**src/rtl/fmad_issue_queue.sv**
```systemverilog
// fmad_issue_queue
//   Buffers operand triples in a small FIFO and issues them one at a time to
//   an external fused multiply-add stage. A single triple is in flight at any
//   time. The result is captured and held for downstream until accepted.
//
// Ports
//   clock, reset                     : clock, async active-high reset
//   inValid/inReady                  : upstream handshake for a triple
//   inMul1, inMul2, inAdd, inSub     : triple payload (inSub=1 subtracts addend)
//   fmadMulIn1/2, fmadAddIn, sub     : registered operands to the fmad stage
//   start                            : one-cycle issue pulse to the fmad stage
//   fmadDone, fmadOut                : completion and result from the fmad stage
//   outValid/outReady, outResult     : downstream result handshake
//   count                            : FIFO occupancy
module fmad_issue_queue #(
    parameter int WIDTH    = 8,
    parameter int OUTWIDTH = 2*WIDTH,
    parameter int DEPTH    = 4
) (
    input  logic                     clock,
    input  logic                     reset,
    input  logic                     inValid,
    output logic                     inReady,
    input  logic [WIDTH-1:0]         inMul1,
    input  logic [WIDTH-1:0]         inMul2,
    input  logic [WIDTH-1:0]         inAdd,
    input  logic                     inSub,
    output logic [WIDTH-1:0]         fmadMulIn1,
    output logic [WIDTH-1:0]         fmadMulIn2,
    output logic [WIDTH-1:0]         fmadAddIn,
    output logic                     sub,
    output logic                     start,
    input  logic                     fmadDone,
    input  logic [OUTWIDTH-1:0]      fmadOut,
    output logic                     outValid,
    input  logic                     outReady,
    output logic [OUTWIDTH-1:0]      outResult,
    output logic [$clog2(DEPTH):0]   count
);

    localparam int PW = $clog2(DEPTH);
    localparam int CW = PW + 1;

    typedef struct packed {
        logic [WIDTH-1:0] m1;
        logic [WIDTH-1:0] m2;
        logic [WIDTH-1:0] a;
        logic             s;
    } entry_t;

    typedef enum logic [1:0] {S_IDLE, S_ISSUE, S_WAIT, S_HOLD} state_t;

    entry_t              mem_q [DEPTH];
    logic [PW-1:0]       wr_q, wr_d, rd_q, rd_d;
    logic [CW-1:0]       cnt_q, cnt_d;
    state_t              state_q;
    logic [WIDTH-1:0]    m1_q, m2_q, a_q;
    logic                sub_q, start_q, oval_q;
    logic [OUTWIDTH-1:0] res_q;
    logic                push, pop;

    // Readiness comes from the registered count only, so a full FIFO refuses
    // a push even in the cycle it also pops.
    assign inReady = (cnt_q < CW'(DEPTH));
    assign push    = inValid && inReady;
    // Popping is tied to the IDLE->ISSUE transition: the head is loaded into
    // the operand registers on the same edge.
    assign pop     = (state_q == S_IDLE) && (cnt_q != '0);

    always_comb begin
        wr_d  = push ? wr_q + PW'(1) : wr_q;
        rd_d  = pop  ? rd_q + PW'(1) : rd_q;
        cnt_d = cnt_q;
        if (push && !pop)
            cnt_d = cnt_q + CW'(1);
        else if (pop && !push)
            cnt_d = cnt_q - CW'(1);
    end

    // Storage needs no reset: pointers and count define what is valid.
    always_ff @(posedge clock) begin
        if (push)
            mem_q[wr_q] <= '{m1: inMul1, m2: inMul2, a: inAdd, s: inSub};
    end

    always_ff @(posedge clock or posedge reset) begin
        if (reset) begin
            wr_q  <= '0;
            rd_q  <= '0;
            cnt_q <= '0;
        end else begin
            wr_q  <= wr_d;
            rd_q  <= rd_d;
            cnt_q <= cnt_d;
        end
    end

    // Issue FSM with registered outputs.
    always_ff @(posedge clock or posedge reset) begin
        if (reset) begin
            state_q <= S_IDLE;
            m1_q    <= '0;
            m2_q    <= '0;
            a_q     <= '0;
            sub_q   <= 1'b0;
            start_q <= 1'b0;
            oval_q  <= 1'b0;
            res_q   <= '0;
        end else begin
            case (state_q)
                S_IDLE: begin
                    if (cnt_q != '0) begin
                        m1_q    <= mem_q[rd_q].m1;
                        m2_q    <= mem_q[rd_q].m2;
                        a_q     <= mem_q[rd_q].a;
                        sub_q   <= mem_q[rd_q].s;
                        start_q <= 1'b1;
                        state_q <= S_ISSUE;
                    end
                end
                S_ISSUE: begin
                    start_q <= 1'b0;
                    state_q <= S_WAIT;
                end
                S_WAIT: begin
                    if (fmadDone) begin
                        res_q   <= fmadOut;
                        oval_q  <= 1'b1;
                        state_q <= S_HOLD;
                    end
                end
                S_HOLD: begin
                    if (outReady) begin
                        oval_q  <= 1'b0;
                        state_q <= S_IDLE;
                    end
                end
                default: state_q <= S_IDLE;
            endcase
        end
    end

    assign fmadMulIn1 = m1_q;
    assign fmadMulIn2 = m2_q;
    assign fmadAddIn  = a_q;
    assign sub        = sub_q;
    assign start      = start_q;
    assign outValid   = oval_q;
    assign outResult  = res_q;
    assign count      = cnt_q;

endmodule

```
**config.mk**
```make
export PLATFORM = sky130hd
export DESIGN_NAME = fmad_issue_queue
export DESIGN_NICKNAME = d
export VERILOG_FILES = /design/src/rtl/fmad_issue_queue.sv
export SDC_FILE = /design/constraint.sdc
export NUM_CORES = 1
export LEC_CHECK = 0
export CELL_PAD_IN_SITES_DETAIL_PLACEMENT = 0
export CELL_PAD_IN_SITES_GLOBAL_PLACEMENT = 1
export CORE_ASPECT_RATIO = 0.7
export CORE_MARGIN = 2
export CORE_UTILIZATION = 45
export CTS_BUF_LIST = sky130_fd_sc_hd__clkbuf_8 sky130_fd_sc_hd__clkbuf_16
export DETAILED_ROUTE_END_ITERATION = 7
export PLACE_DENSITY_LB_ADDON = 0.1
export SYNTH_ARGS = -nofsm -noshare
export SYNTH_HDL_FRONTEND = slang
export SYNTH_SLANG_ARGS = --single-unit
```
**constraint.sdc**
```tcl
create_clock -name clock -period 3.4 [get_ports clock]
set_input_delay 0.68 -clock clock [delete_from_list [all_inputs] [get_ports clock]]
set_output_delay 0.68 -clock clock [all_outputs]
set_load 0.03 [all_outputs]
```
==> results of run 1 <==
-- cell usage in the layout (no fill, tap or decap), drive strengths merged --
cell and n:
bufinv 4, mux2i 1, a221oi 1, fa 1, mux2 18, mux4 25, nor2b 2, a21oi 2
clkbuf 17, xor2 1, o21ai 3, clkdlybuf4s50 92, buf 9, o31a 1, inv 10, nor3 1
and2 4, ha 10, dfrtp 52, nand2 79, xnor2 5, edfxtp 100, clkinvlp 3, nor2 3
clkinv 7
-- cell usage after synthesis, drive strengths merged --
cell type  count
fa             1
nor2           3
dfrtp         52
xor2           1
nor3           1
clkbuf         1
buf           12
a221oi         1
ha            10
mux4          25
xnor2          5
o31a           1
a21oi          2
inv            8
clkinv         1
and2           4
mux2i          1
nor2b          2
mux2          18
o21ai          3
edfxtp       100
nand2         79
-- worst max-delay path, stage by stage --
cell,delay [ns]
sky130_fd_sc_hd__clkdlybuf4s50_1,0.45
sky130_fd_sc_hd__nor2b_1,0.43
sky130_fd_sc_hd__ha_1,0.27
sky130_fd_sc_hd__inv_1,0.06
sky130_fd_sc_hd__fa_1,0.37
sky130_fd_sc_hd__xor2_1,0.16
sky130_fd_sc_hd__nor2_1,0.12
sky130_fd_sc_hd__xnor2_1,0.13
-- state kept, by name, summed over array words and instances, names as in the netlist --
register,cells
rd_q,2
outValid,1
wr_q,2
fmadMulIn1,8
fmadMulIn2,8
state_q,2
count,3
sub,1
fmadAddIn,8
mem_q,100
start,1
outResult,16
-- per-stage QoR --
| step | util [%] | setup WS (ns) |
|---|---|---|
| floorplan | - | 1.11 |
| global placement | 55.6 | 0.678 |
| detailed placement | 55.6 | 0.650 |
| CTS | 60.5 | 1.06 |
| global route | 60.5 | 0.906 |
| finish | 60.5 | 1.05 |
-- layout make-up --
type | count | area share (%)
sequential | 152 | 56.7
multi-input combinational | 157 | 18.4
timing repair buffer | 101 | 13.7
clock buffer | 17 | 5.61
tap | 162 | 2.67
clock inverter | 15 | 2.47
inverter | 9 | 0.462
-- power breakdown --
part           switching, mW  total, mW  internal [mW]
Sequential             0.331       2.81           2.48
Clock                  0.712       1.93           1.22
Combinational           1.35       2.53           1.18
-- cells by family after synthesis --
family | synth area share [%]
buffers and inverters | 2.40
adders and majority gates | 2.49
xor gates and xnor gates | 0.900
muxes | 13.7
DFF | 73.7
and+or+nand+nor | 6.00
AOI/OAI and AO/OA | 0.729
-- per-layer routing --
layer  vias to the layer above  share of wire (%)
li1                       1423                  -
met1                      1482                 49
met2                        84                 45
met3                         9                5.2
met4                         0               0.57
met5                         -                  0
-- path summary, 6_finish.rpt --
kind | start | end | slack (ns)
hold / removal | fmadMulIn1[7] | fmadMulIn1[7] | 0.47
setup reg to reg | state_q[0] | count[1] | 1.31
max in group asynchronous | reset | count[2] | 2.17
setup / recovery | inValid | count[2] | 1.05
min in group asynchronous | reset | outResult[15] | 0.58
hold reg to reg | fmadMulIn1[7] | fmadMulIn1[7] | 0.47
==> impl_table.tex, run 1 <==
\begin{tabular}{lr}
\hline
Metric & Value \\
\hline
\multicolumn{2}{l}{\textbf{Run status}} \\
\quad Result of the run & complete, but fails checks \\
\quad Violated checks & design-rule violations \\
\multicolumn{2}{l}{\textbf{Drt}} \\
\quad 1st-pass router iterations & 6 \\
\quad DRC violation total after the first TritonRoute iteration & roughly 170 \\
\quad Count of vias placed by the detailed router & between 2k and 3k \\
\quad Number of nets still failing antenna checks after routing & 0 \\
\quad Drt total wl & between 10 and 15 mm \\
\quad Detail-routed net length per standard cell & 17.4 µm \\
\quad Post-detailed-route via-to-cell ratio & between 4 and 5 \\
\quad DRC violations left & 11 \\
\multicolumn{2}{l}{\textbf{Worst setup path}} \\
\quad Start-to-end type of the worst setup path & input pin to flip-flop \\
\quad Type of origin of the critical path & input pin \\
\quad Type of destination of the critical path & flip-flop \\
\quad Required time worst endpoint & approximately 3.7 ns \\
\quad Critical path arrival & between 2 and 3 ns \\
\quad Biggest fanout along the worst timing path & 8 \\
\quad Worst reg2reg path depth & 8 \\
\multicolumn{2}{l}{\textbf{GRT}} \\
\quad Number of antenna violations at the first check in global routing & 0 \\
\quad GRT met1 Usage & 23.2\% \\
\quad Wire length of the first global-routing pass & approximately 17 mm \\
\quad Most congested layer reported by global routing & met2 \\
\quad Met2 Use GR & $\sim$25\% \\
\quad Met3 Usage GRT & approximately 5.2\% \\
\quad Vias in the first global route & $\sim$3.1k \\
\quad Overall global routing resource usage & about 17\% \\
\quad Largest net degree at the start of global routing & 28 \\
\quad Remaining global-route overflow & 0 \\
\multicolumn{2}{l}{\textbf{Die}} \\
\quad Starting Density & a little under half \\
\quad Count of boundary I/O pins & 93 \\
\quad Die area & approximately 14000 µm² \\
\quad Width of the chip & around 140 µm \\
\quad Placeable core region & about 13000 µm² \\
\quad Die height & approximately 99 µm \\
\quad Number of core rows & 34 \\
\multicolumn{2}{l}{\textbf{Timing}} \\
\quad Hold Vio Cnt, Final & 0 \\
\quad Achievable Freq & 0.426 GHz \\
\quad RSZ-0062 raised after global routing & no \\
\quad Transition at the pin with the smallest max-transition slack & around 0.87 ns \\
\quad Final period demand of the worst path & 2.35 ns \\
\quad Worst hold slack after final layout & 0.471 ns \\
\quad Setup TNS & 0 ns \\
\quad Share of the cycle needed by the critical path after routing & 69.1\% \\
\quad Number of endpoints failing setup at the final stage & 0 \\
\quad Total count of max-transition violations in the final report & 0 \\
\quad Relative max-transition margin & 42.2\% \\
\quad Worst-case clock skew & 0.0103 ns \\
\multicolumn{2}{l}{\textbf{Layout}} \\
\quad Signed area change from the synthesized netlist to the final layout & 30.0\% \\
\quad Final cell area excluding filler cells & approximately 7600 µm² \\
\quad Filler instances & about 920 \\
\quad Ant diodes & 0 \\
\quad Area occupied by registers & between 4000 and 5000 µm² \\
\quad Fraction of final layout cells with drive strength greater than 1 & 17.3\% \\
\quad Area of combinational cells with multiple inputs & 1390 µm² \\
\quad Number of non-filler instances in the completed layout & 613 \\
\quad Final net count & approximately 500 \\
\multicolumn{2}{l}{\textbf{Placed design}} \\
\quad Detailed Place HPWL & 6.59 mm \\
\quad Area after DPL & 6970 µm² \\
\quad Port-buffer cells & about 90 \\
\quad Routability congestion estimate & 0.698 \\
\quad Cells after DPL & between 500 and 600 \\
\multicolumn{2}{l}{\textbf{Job}} \\
\quad Max-cap viol count & 0 \\
\multicolumn{2}{l}{\textbf{Power}} \\
\quad Power Dens Cells & 957 nW/µm² \\
\quad Maximum ir drop on the vdd rail & 0.387 mV \\
\quad Total Power & 7.26 mW \\
\quad Leakage dissipation & about 2.9 nW \\
\multicolumn{2}{l}{\textbf{Yosys}} \\
\quad Number of distinct standard cells referenced by the synthesized netlist & 26 \\
\quad Average instance area after synthesis & $\sim$18 µm² \\
\quad Library cell with the largest summed area after synthesis & sky130\_fd\_sc\_hd\_\_edfxtp\_1 \\
\quad Area of the mapped netlist & 5840 µm² \\
\quad Proportion of netlist area held by the largest area contributor & about half \\
\quad Ys Warns & 0 \\
\quad Total of flip-flops plus latches after synthesis & $\sim$150 \\
\quad Number of cells produced by synthesis & approximately 330 \\
\quad Post-Syn Nets & slightly below 400 \\
\quad Post-synthesis sequential area ratio & between 70\% and 80\% \\
\quad Most area-consuming cells after synthesis & sky130\_fd\_sc\_hd\_\_edfxtp\_1 51\%, sky130\_fd\_sc\_hd\_\_dfrtp\_1 22\%, sky130\_fd\_sc\_hd\_\_mux4\_2 6.9\% \\
\multicolumn{2}{l}{\textbf{Clock network}} \\
\quad Clock transition at the register clock pins on the worst setup and hold paths after CTS & 0.06 ns \\
\quad Total clock buffers created by CTS & 17 \\
\quad Post-CTS Hold Fix Bufs & 0 \\
\quad CTS Root Cell & sky130\_fd\_sc\_hd\_\_clkbuf\_16 \\
\quad Clock Tree Buf Depth & 2 \\
\quad Resize count post-CTS & 0 \\
\quad Clock insertion delay at the later pin of the skew report & 0.41 ns \\
\quad Total number of H-tree levels & 4 \\
\quad Clock tree from TritonCTS & done \\
\quad Number of setup buffers added after CTS & 0 \\
\quad Number of sinks driven by the clock tree & 152 \\
\multicolumn{2}{l}{\textbf{Min path}} \\
\quad Path type of the worst min-delay path & flip-flop to flip-flop \\
\quad Instance count along the most critical hold path & 2 \\
\hline
\end{tabular}
No activity file was read; power rests on OpenSTA's default activity.
==> run 2, diff against run 1 <==
- CORE_UTILIZATION: 45 -> 40
- clock period: 3.4 -> 2.1 ns (I/O delays scaled with it)
==> run 2 against run 1 <==
Against the previous run: the run now ends clean; critical path depth is the same; first-iteration DRC count grew 36%; register-to-register slack lost 1.2 ns; setup slack lost 0.91 ns; combinational power grew 75%; die area grew 12%; wire length grew 4.8%; design area grew 1.9%; total power grew 64%; global-route usage shrank 1.3 points; count of clock-buffer cells in the layout grew 3; largest cell class unchanged; largest power group is now combinational cells; highest routed layer unchanged.
==> impl_table.tex, run 2 (synthesis results as in run 1) <==
\begin{tabular}{lr}
\hline
Metric & Value \\
\hline
\multicolumn{2}{l}{\textbf{GRT}} \\
\quad Number of antenna violations at the first check in global routing & 0 (unchanged) \\
\quad Met2 Use GR & 24.3\% (was 25.0\%) \\
\quad Wire length of the first global-routing pass & 17.9 mm (was 17.1 mm) \\
\quad Overall global routing resource usage & 15.3\% (was 16.6\%) \\
\quad Most congested layer reported by global routing & met2 (unchanged) \\
\quad Met3 Usage GRT & 4.85\% (was 5.15\%) \\
\quad Largest net degree at the start of global routing & 30 (was 28) \\
\quad Remaining global-route overflow & 0 (unchanged) \\
\quad Vias in the first global route & 3312 (was 3135) \\
\quad GRT met1 Usage & 20.6\% (was 23.2\%) \\
\multicolumn{2}{l}{\textbf{Worst setup path}} \\
\quad Biggest cell delay along the critical path & 0.41 ns (was 0.45 ns) \\
\quad Crit-path leading delay family & adder cells (unchanged) \\
\quad Type of destination of the critical path & flip-flop (unchanged) \\
\quad CP cell instances & inv\_2 -> ha\_2 -> o31a\_2 -> clkinv\_4 -> ha\_4 -> inv\_1 -> fa\_1 -> mux2\_2 (was clkdlybuf4s50\_1 -> nor2b\_1 -> ha\_1 -> inv\_1 -> fa\_1 -> xor2\_1 -> nor2\_1 -> xnor2\_1) \\
\quad Required time worst endpoint & 2.39 ns (was 3.72 ns) \\
\quad Type of origin of the critical path & flip-flop (was input pin) \\
\quad Biggest fanout along the worst timing path & 4 (was 8) \\
\quad Number of buffer and inverter stages on the critical path & 3 (was 2) \\
\quad Critical path arrival & 2.25 ns (was 2.67 ns) \\
\quad Start-to-end type of the worst setup path & flip-flop to flip-flop (was input pin to flip-flop) \\
\quad Critical-path top delay cell & sky130\_fd\_sc\_hd\_\_dfrtp\_1 (was sky130\_fd\_sc\_hd\_\_clkdlybuf4s50\_1) \\
\multicolumn{2}{l}{\textbf{Layout}} \\
\quad Core utilization of the finished layout & 54.8\% (was 60.5\%) \\
\quad Max reg flops & 100 (unchanged) \\
\quad Signed area change from the synthesized netlist to the final layout & 32.4\% (was 30.0\%) \\
\quad Most used cells in the layout excluding fill and tap cells & 100 x sky130\_fd\_sc\_hd\_\_edfxtp\_1, 91 x sky130\_fd\_sc\_hd\_\_clkdlybuf4s50\_1, 79 x sky130\_fd\_sc\_hd\_\_nand2\_1, 48 x sky130\_fd\_sc\_hd\_\_dfrtp\_1 (was 100 x sky130\_fd\_sc\_hd\_\_edfxtp\_1, 92 x sky130\_fd\_sc\_hd\_\_clkdlybuf4s50\_1, 79 x sky130\_fd\_sc\_hd\_\_nand2\_1, 51 x sky130\_fd\_sc\_hd\_\_dfrtp\_1) \\
\quad Final net count & 504 (was 495) \\
\quad Commonest non-fill, non-tap cell in the layout & sky130\_fd\_sc\_hd\_\_edfxtp\_1 (unchanged) \\
\quad Area of combinational cells with multiple inputs & 1410 µm² (was 1390 µm²) \\
\quad Number of non-filler instances in the completed layout & 650 (was 613) \\
\quad Ant diodes & 0 (unchanged) \\
\quad Register name with the most flops & mem\_q (unchanged) \\
\quad Area occupied by registers & 4310 µm² (about the same) \\
\quad Filler instances & 1126 (was 921) \\
\quad Fraction of final layout cells with drive strength greater than 1 & 21.1\% (was 17.3\%) \\
\quad Final cell area excluding filler cells & 7730 µm² (was 7590 µm²) \\
\multicolumn{2}{l}{\textbf{Die}} \\
\quad Width of the chip & 148 µm (was 140 µm) \\
\quad Starting Density & 41.4\% (was 46.5\%) \\
\quad Placeable core region & 14100 µm² (was 12500 µm²) \\
\quad Count of boundary I/O pins & 93 (unchanged) \\
\quad Die height & 105 µm (was 99.3 µm) \\
\quad Die area & 15600 µm² (was 13900 µm²) \\
\quad Number of core rows & 36 (was 34) \\
\multicolumn{2}{l}{\textbf{Placed design}} \\
\quad Cells after DPL & 618 (was 581) \\
\quad Routability congestion estimate & 0.670 (was 0.698) \\
\quad Port-buffer cells & 92 (unchanged) \\
\quad Area after DPL & 7110 µm² (was 6970 µm²) \\
\quad Setup WS pre-CTS & -0.133 ns (was 0.650 ns) \\
\quad Detailed Place HPWL & 7.24 mm (was 6.59 mm) \\
\multicolumn{2}{l}{\textbf{Timing}} \\
\quad Total count of max-transition violations in the final report & 0 (unchanged) \\
\quad Number of endpoints failing setup at the final stage & 0 (unchanged) \\
\quad RSZ-0062 raised after global routing & no (unchanged) \\
\quad Transition at the pin with the smallest max-transition slack & 0.429 ns (was 0.867 ns) \\
\quad Least setup slack across all paths after layout & 0.142 ns (was 1.05 ns) \\
\quad Achievable Freq & roughly 0.51 GHz \\
\quad Relative max-transition margin & 71.4\% (was 42.2\%) \\
\quad Hold Vio Cnt, Final & 0 (unchanged) \\
\quad Worst-case clock skew & 0.00771 ns (was 0.0103 ns) \\
\quad Share of the cycle needed by the critical path after routing & slightly above 90\% \\
\quad Final period demand of the worst path & a little under 2 ns \\
\multicolumn{2}{l}{\textbf{Drt}} \\
\quad DRC violation total after the first TritonRoute iteration & 229 (was 168) \\
\quad Drt total wl & 11.2 mm (was 10.6 mm) \\
\quad Number of nets still failing antenna checks after routing & 0 (unchanged) \\
\quad Post-detailed-route via-to-cell ratio & 4.75 (was 4.89) \\
\quad 1st-pass router iterations & 4 (was 6) \\
\quad DRC violations left & 0 (was 11) \\
\quad Count of vias placed by the detailed router & 3090 (was 2998) \\
\quad Detail-routed net length per standard cell & 17.2 µm (was 17.4 µm) \\
\multicolumn{2}{l}{\textbf{Clock network}} \\
\quad Total clock buffers created by CTS & 17 (unchanged) \\
\quad Clock transition at the register clock pins on the worst setup and hold paths after CTS & 0.06 ns (about the same) \\
\quad Clock insertion delay at the later pin of the skew report & 0.41 ns (about the same) \\
\quad CTS Root Cell & sky130\_fd\_sc\_hd\_\_clkbuf\_16 (unchanged) \\
\quad Clock tree from TritonCTS & done (unchanged) \\
\quad Number of setup buffers added after CTS & 0 (unchanged) \\
\quad Number of sinks driven by the clock tree & 152 (unchanged) \\
\quad Clock Tree Buf Depth & 2 (unchanged) \\
\quad Total number of H-tree levels & 4 (unchanged) \\
\multicolumn{2}{l}{\textbf{Power}} \\
\quad Leakage dissipation & 2.96 nW (was 2.91 nW) \\
\quad Power Dens Cells & 1540 nW/µm² (was 957 nW/µm²) \\
\quad Maximum ir drop on the vdd rail & 0.623 mV (was 0.387 mV) \\
\multicolumn{2}{l}{\textbf{Run status}} \\
\quad Result of the run & finished, final reports clean (was complete, but fails checks) \\
\multicolumn{2}{l}{\textbf{Job}} \\
\quad Max-cap viol count & 0 (unchanged) \\
\multicolumn{2}{l}{\textbf{Min path}} \\
\quad Path type of the worst min-delay path & input pin to asynchronous set/reset pin (was flip-flop to flip-flop) \\
\hline
\end{tabular}
==> run 2: changes by cell type in the layout (fill, tap and decap cells not counted), moves of 2 or more <==
cell and delta:
sky130_fd_sc_hd__inv_1 -4, sky130_fd_sc_hd__ha_1 -2, sky130_fd_sc_hd__buf_4 +8, sky130_fd_sc_hd__dfrtp_2 +3, sky130_fd_sc_hd__inv_2 +2, sky130_fd_sc_hd__dfrtp_1 -3
sky130_fd_sc_hd__clkbuf_8 +3
==> run 2: worst reg2reg max path: cells and delay by family, from the launching register on <==
family          cells  cell delay (ns)
fa+ha+maj           3             0.76
flops               1             0.41
mux                 1             0.27
buf+inv             3             0.22
compound gates      1             0.19
==> run 2: through the flow <==
step	setup TNS [ns]	power, mW	hold WS, ns
3_5_place_dp	-0.221	8.96	0.463
4_1_cts	0	12.1	0.238
2_1_floorplan	-0.0186	7.34	0.519
5_1_grt	0	12.6	0.261
3_3_place_gp	-0.151	8.86	0.458
6_report	0	11.9	0.244
==> run 2: power by group <==
group          internal [mW]  switching, mW
Sequential              4.02          0.343
Combinational           2.01           2.43
Clock                   1.96           1.15
==> run 2: cell type report <==
class / count / share of cell area (%)
Inverter: 9 / 0.502
Sequential cell: 152 / 55.7
Tap cell: 190 / 3.08
Timing Repair Buffer: 110 / 14.5
Clock buffer: 20 / 6.04
Clock inverter: 12 / 1.91
Multi-Input combinational cell: 157 / 18.2
==> run 2: timing repair <==
action / CTS / global route
endpoints found under the setup margin: 0 / 1
gates resized for setup: 0 / 1
hold buffers: 0 / 0
==> run 2: routing by layer <==
layer / vias up / part of all wire, % / wire length (µm)
li1: 1443 / - / -
met1: 1577 / 46 / 5170
met2: 58 / 49 / 5440
met3: 12 / 3.8 / 421
met4: 0 / 1.1 / 124
met5: - / 0 / 0
==> run 2: path summary, 6_finish.rpt <==
path	start	endpoint	cells after the start	slack (ns)
worst min register to register	fmadMulIn2[4]	fmadMulIn2[4]	2	0.47
worst max register to register	state_q[0]	count[1]	8	0.14
max in group asynchronous	reset	fmadAddIn[1]	3	1.36
worst min-delay path	reset	start	2	0.24
worst max-delay path	state_q[0]	count[1]	8	0.14
min in group clock	fmadMulIn2[4]	fmadMulIn2[4]	2	0.47
==> run 3, diff against run 2 <==
- CORE_ASPECT_RATIO: 0.7 -> 0.5
==> run 3 against run 2 <==
Against the previous run: global-route usage shrank 0.34 points; sequential power up 1%; sequential cell count unchanged; design area rose by 0.32%; combinational power barely moved; non-clock buffer count rose by 1; via count decreased by 0.78%; critical path depth fell by 6; clock skew is 0.0036 ns higher; die area up 0.28%; first-iteration DRC count fell by 37%; sequential share of layout area decreased by 0.18 points.
==> impl_table.tex, run 3 (synthesis results as in run 1) <==
\begin{tabular}{lr}
\hline
Metric & Value \\
\hline
\multicolumn{2}{l}{\textbf{Run status}} \\
\quad Result of the run & finished, final reports clean (unchanged) \\
\multicolumn{2}{l}{\textbf{Placed design}} \\
\quad Port-buffer cells & 92 (unchanged) \\
\quad Cells after DPL & 627 (was 618) \\
\quad Detailed Place HPWL & 7.27 mm (was 7.24 mm) \\
\quad Routability congestion estimate & 0.733 (was 0.670) \\
\multicolumn{2}{l}{\textbf{Power}} \\
\quad Switching part of the total & 34.8\% (was 32.9\%) \\
\quad Internal power contribution & 7.67 mW (was 7.99 mW) \\
\quad Relative contribution of sequential cells to total power & 37.5\% (was 36.6\%) \\
\quad Switching power summed over all nets & 4.10 mW (was 3.93 mW) \\
\quad Total Power & 11.8 mW (was 11.9 mW) \\
\quad Portion of total power attributed to the clock network & 24.8\% (was 26.1\%) \\
\quad Power Dens Cells & 1520 nW/µm² (was 1540 nW/µm²) \\
\quad Maximum ir drop on the vdd rail & 0.562 mV (was 0.623 mV) \\
\quad Leakage dissipation & 2.96 nW (about the same) \\
\quad Combinational share of power & 37.8\% (was 37.3\%) \\
\multicolumn{2}{l}{\textbf{Worst setup path}} \\
\quad Critical-path top delay cell & sky130\_fd\_sc\_hd\_\_clkdlybuf4s50\_1 (was sky130\_fd\_sc\_hd\_\_dfrtp\_1) \\
\quad Critical path arrival & 1.59 ns (was 2.25 ns) \\
\quad Worst setup startpoint & count[2] (was state\_q[0]) \\
\quad Biggest fanout along the worst timing path & 5 (was 4) \\
\quad Crit Reg-Reg Endpoint & count[1] (unchanged) \\
\quad Worst reg2reg path startpoint & state\_q[1] (was state\_q[0]) \\
\quad CP cell instances & inv\_1 -> clkdlybuf4s50\_1 (was inv\_2 -> ha\_2 -> o31a\_2 -> clkinv\_4 -> ha\_4 -> inv\_1 -> fa\_1 -> mux2\_2) \\
\quad Endpoint of the worst setup timing path & inReady (was count[1]) \\
\quad Biggest cell delay along the critical path & 0.67 ns (was 0.41 ns) \\
\quad Start-to-end type of the worst setup path & flip-flop to output pin (was flip-flop to flip-flop) \\
\quad Type of destination of the critical path & output pin (was flip-flop) \\
\quad Type of origin of the critical path & flip-flop (unchanged) \\
\quad Internal reg-to-reg setup slack & 0.13 ns (was 0.14 ns) \\
\quad Required time worst endpoint & 1.68 ns (was 2.39 ns) \\
\quad Worst reg2reg path depth & 8 (unchanged) \\
\multicolumn{2}{l}{\textbf{Clock network}} \\
\quad Clock tree from TritonCTS & done (unchanged) \\
\quad Number of sinks driven by the clock tree & 152 (unchanged) \\
\quad Total number of H-tree levels & 4 (unchanged) \\
\quad Post-CTS Hold Fix Bufs & 0 (unchanged) \\
\quad CTS Root Cell & sky130\_fd\_sc\_hd\_\_clkbuf\_16 (unchanged) \\
\quad Total clock buffers created by CTS & 17 (unchanged) \\
\quad Clock Tree Buf Depth & 2 (unchanged) \\
\quad Resize count post-CTS & 0 (unchanged) \\
\quad Clock insertion delay at the later pin of the skew report & 0.41 ns (about the same) \\
\quad Number of setup buffers added after CTS & 0 (unchanged) \\
\quad Clock transition at the register clock pins on the worst setup and hold paths after CTS & 0.06 ns (about the same) \\
\multicolumn{2}{l}{\textbf{GRT}} \\
\quad Vias in the first global route & 3284 (was 3312) \\
\quad Overall global routing resource usage & 15.0\% (was 15.3\%) \\
\quad Largest net degree at the start of global routing & 28 (was 30) \\
\quad Met2 Use GR & 24.5\% (was 24.3\%) \\
\quad GRT met1 Usage & 19.8\% (was 20.6\%) \\
\quad Remaining global-route overflow & 0 (unchanged) \\
\quad Wire length of the first global-routing pass & 17.3 mm (was 17.9 mm) \\
\quad Met3 Usage GRT & 4.04\% (was 4.85\%) \\
\quad Most congested layer reported by global routing & met2 (unchanged) \\
\quad Number of antenna violations at the first check in global routing & 0 (unchanged) \\
\multicolumn{2}{l}{\textbf{Timing}} \\
\quad Achievable Freq & 0.497 GHz (was 0.511 GHz) \\
\quad RSZ-0062 raised after global routing & no (unchanged) \\
\quad Total count of max-transition violations in the final report & 0 (unchanged) \\
\quad Number of endpoints failing setup at the final stage & 0 (unchanged) \\
\quad Transition at the pin with the smallest max-transition slack & 0.449 ns (was 0.429 ns) \\
\quad Worst-case clock skew & 0.0113 ns (was 0.00771 ns) \\
\quad Final period demand of the worst path & 2.01 ns (was 1.96 ns) \\
\quad Share of the cycle needed by the critical path after routing & 95.8\% (was 93.2\%) \\
\quad Relative max-transition margin & 70.1\% (was 71.4\%) \\
\quad Hold Vio Cnt, Final & 0 (unchanged) \\
\multicolumn{2}{l}{\textbf{Die}} \\
\quad Count of boundary I/O pins & 93 (unchanged) \\
\quad Starting Density & 40.7\% (was 41.4\%) \\
\quad Placeable core region & 14400 µm² (was 14100 µm²) \\
\quad Width of the chip & 175 µm (was 148 µm) \\
\quad Number of core rows & 31 (was 36) \\
\quad Die area & 15600 µm² (about the same) \\
\quad Die height & 89.4 µm (was 105 µm) \\
\multicolumn{2}{l}{\textbf{Drt}} \\
\quad Drt total wl & 10.9 mm (was 11.2 mm) \\
\quad Detail-routed net length per standard cell & 16.6 µm (was 17.2 µm) \\
\quad Number of nets still failing antenna checks after routing & 0 (unchanged) \\
\quad Post-detailed-route via-to-cell ratio & 4.65 (was 4.75) \\
\quad DRC violations left & 0 (unchanged) \\
\quad 1st-pass router iterations & 4 (unchanged) \\
\quad DRC violation total after the first TritonRoute iteration & 144 (was 229) \\
\quad Count of vias placed by the detailed router & 3066 (was 3090) \\
\multicolumn{2}{l}{\textbf{Job}} \\
\quad Max-cap viol count & 0 (unchanged) \\
\multicolumn{2}{l}{\textbf{Layout}} \\
\quad Max reg flops & 100 (unchanged) \\
\quad Commonest non-fill, non-tap cell in the layout & sky130\_fd\_sc\_hd\_\_edfxtp\_1 (unchanged) \\
\quad Register name with the most flops & mem\_q (unchanged) \\
\quad Number of non-filler instances in the completed layout & 659 (was 650) \\
\quad Final net count & 505 (was 504) \\
\quad Fraction of final layout cells with drive strength greater than 1 & 20.8\% (was 21.1\%) \\
\quad Ant diodes & 0 (unchanged) \\
\quad Signed area change from the synthesized netlist to the final layout & 32.9\% (was 32.4\%) \\
\quad Core utilization of the finished layout & 54.0\% (was 54.8\%) \\
\quad Most used cells in the layout excluding fill and tap cells & 100 x sky130\_fd\_sc\_hd\_\_edfxtp\_1, 92 x sky130\_fd\_sc\_hd\_\_clkdlybuf4s50\_1, 79 x sky130\_fd\_sc\_hd\_\_nand2\_1, 48 x sky130\_fd\_sc\_hd\_\_dfrtp\_1 (was 100 x sky130\_fd\_sc\_hd\_\_edfxtp\_1, 91 x sky130\_fd\_sc\_hd\_\_clkdlybuf4s50\_1, 79 x sky130\_fd\_sc\_hd\_\_nand2\_1, 48 x sky130\_fd\_sc\_hd\_\_dfrtp\_1) \\
\multicolumn{2}{l}{\textbf{Min path}} \\
\quad Path type of the worst min-delay path & input pin to asynchronous set/reset pin (unchanged) \\
\hline
\end{tabular}
run 3: final cells by class:
class                      count  area [µm²]
sequential                   152        4310
fill                        1149        6600
clock inverter                15         150
multi-input combinational    157        1410
timing repair buffer         111        1180
clock buffer                  17         425
inverter                       9        38.8
tap                          198         248
run 3: worst max-delay path, delay by kind of cell (launching register included):
family	cells	cell delay [ns]
buf+inv	2	0.76
flops	1	0.43
run 3: stage by stage:
| stage | setup TNS, ns | cell area (µm²) | worst slack, ns | hold slack, ns |
|---|---|---|---|---|
| floorplan | -0.0186 | 5870 | -0.0186 | 0.519 |
| detailed placement | -3.42 | 7180 | -0.185 | 0.462 |
| global placement | -0.496 | 7180 | -0.131 | 0.456 |
| finish | 0 | 7750 | 0.0882 | 0.288 |
| CTS | 0 | 7750 | 0.0577 | 0.284 |
| global route | 0 | 7750 | 0.0251 | 0.291 |
run 3: power groups by stage:
stage	clock [mW]	combinational, mW	sequential, mW
after floorplan	0	2.10	5.24
after global placement	0	4.45	4.44
after detailed placement	0	4.52	4.48
after CTS	3.01	4.53	4.42
after global routing	3.15	4.81	4.51
final	2.92	4.44	4.41
run 3: routing by layer:
metal  vias to the layer above  part of all wire [%]
met5                         -                     0
met4                         0                  0.14
met3                         2                   4.8
met2                        76                    47
met1                      1534                    48
li1                       1454                     -
run 3: how the worst min path moves through the flow:
stage | to | slack, ns | cells past startpoint
after global placement | fmadAddIn[3] | 0.46 | 2
final | start | 0.29 | 2
after global routing | start | 0.29 | 2
after CTS | outValid | 0.28 | 2
after detailed placement | fmadAddIn[6] | 0.46 | 2
after floorplan | mem_q[0][0] | 0.52 | 0
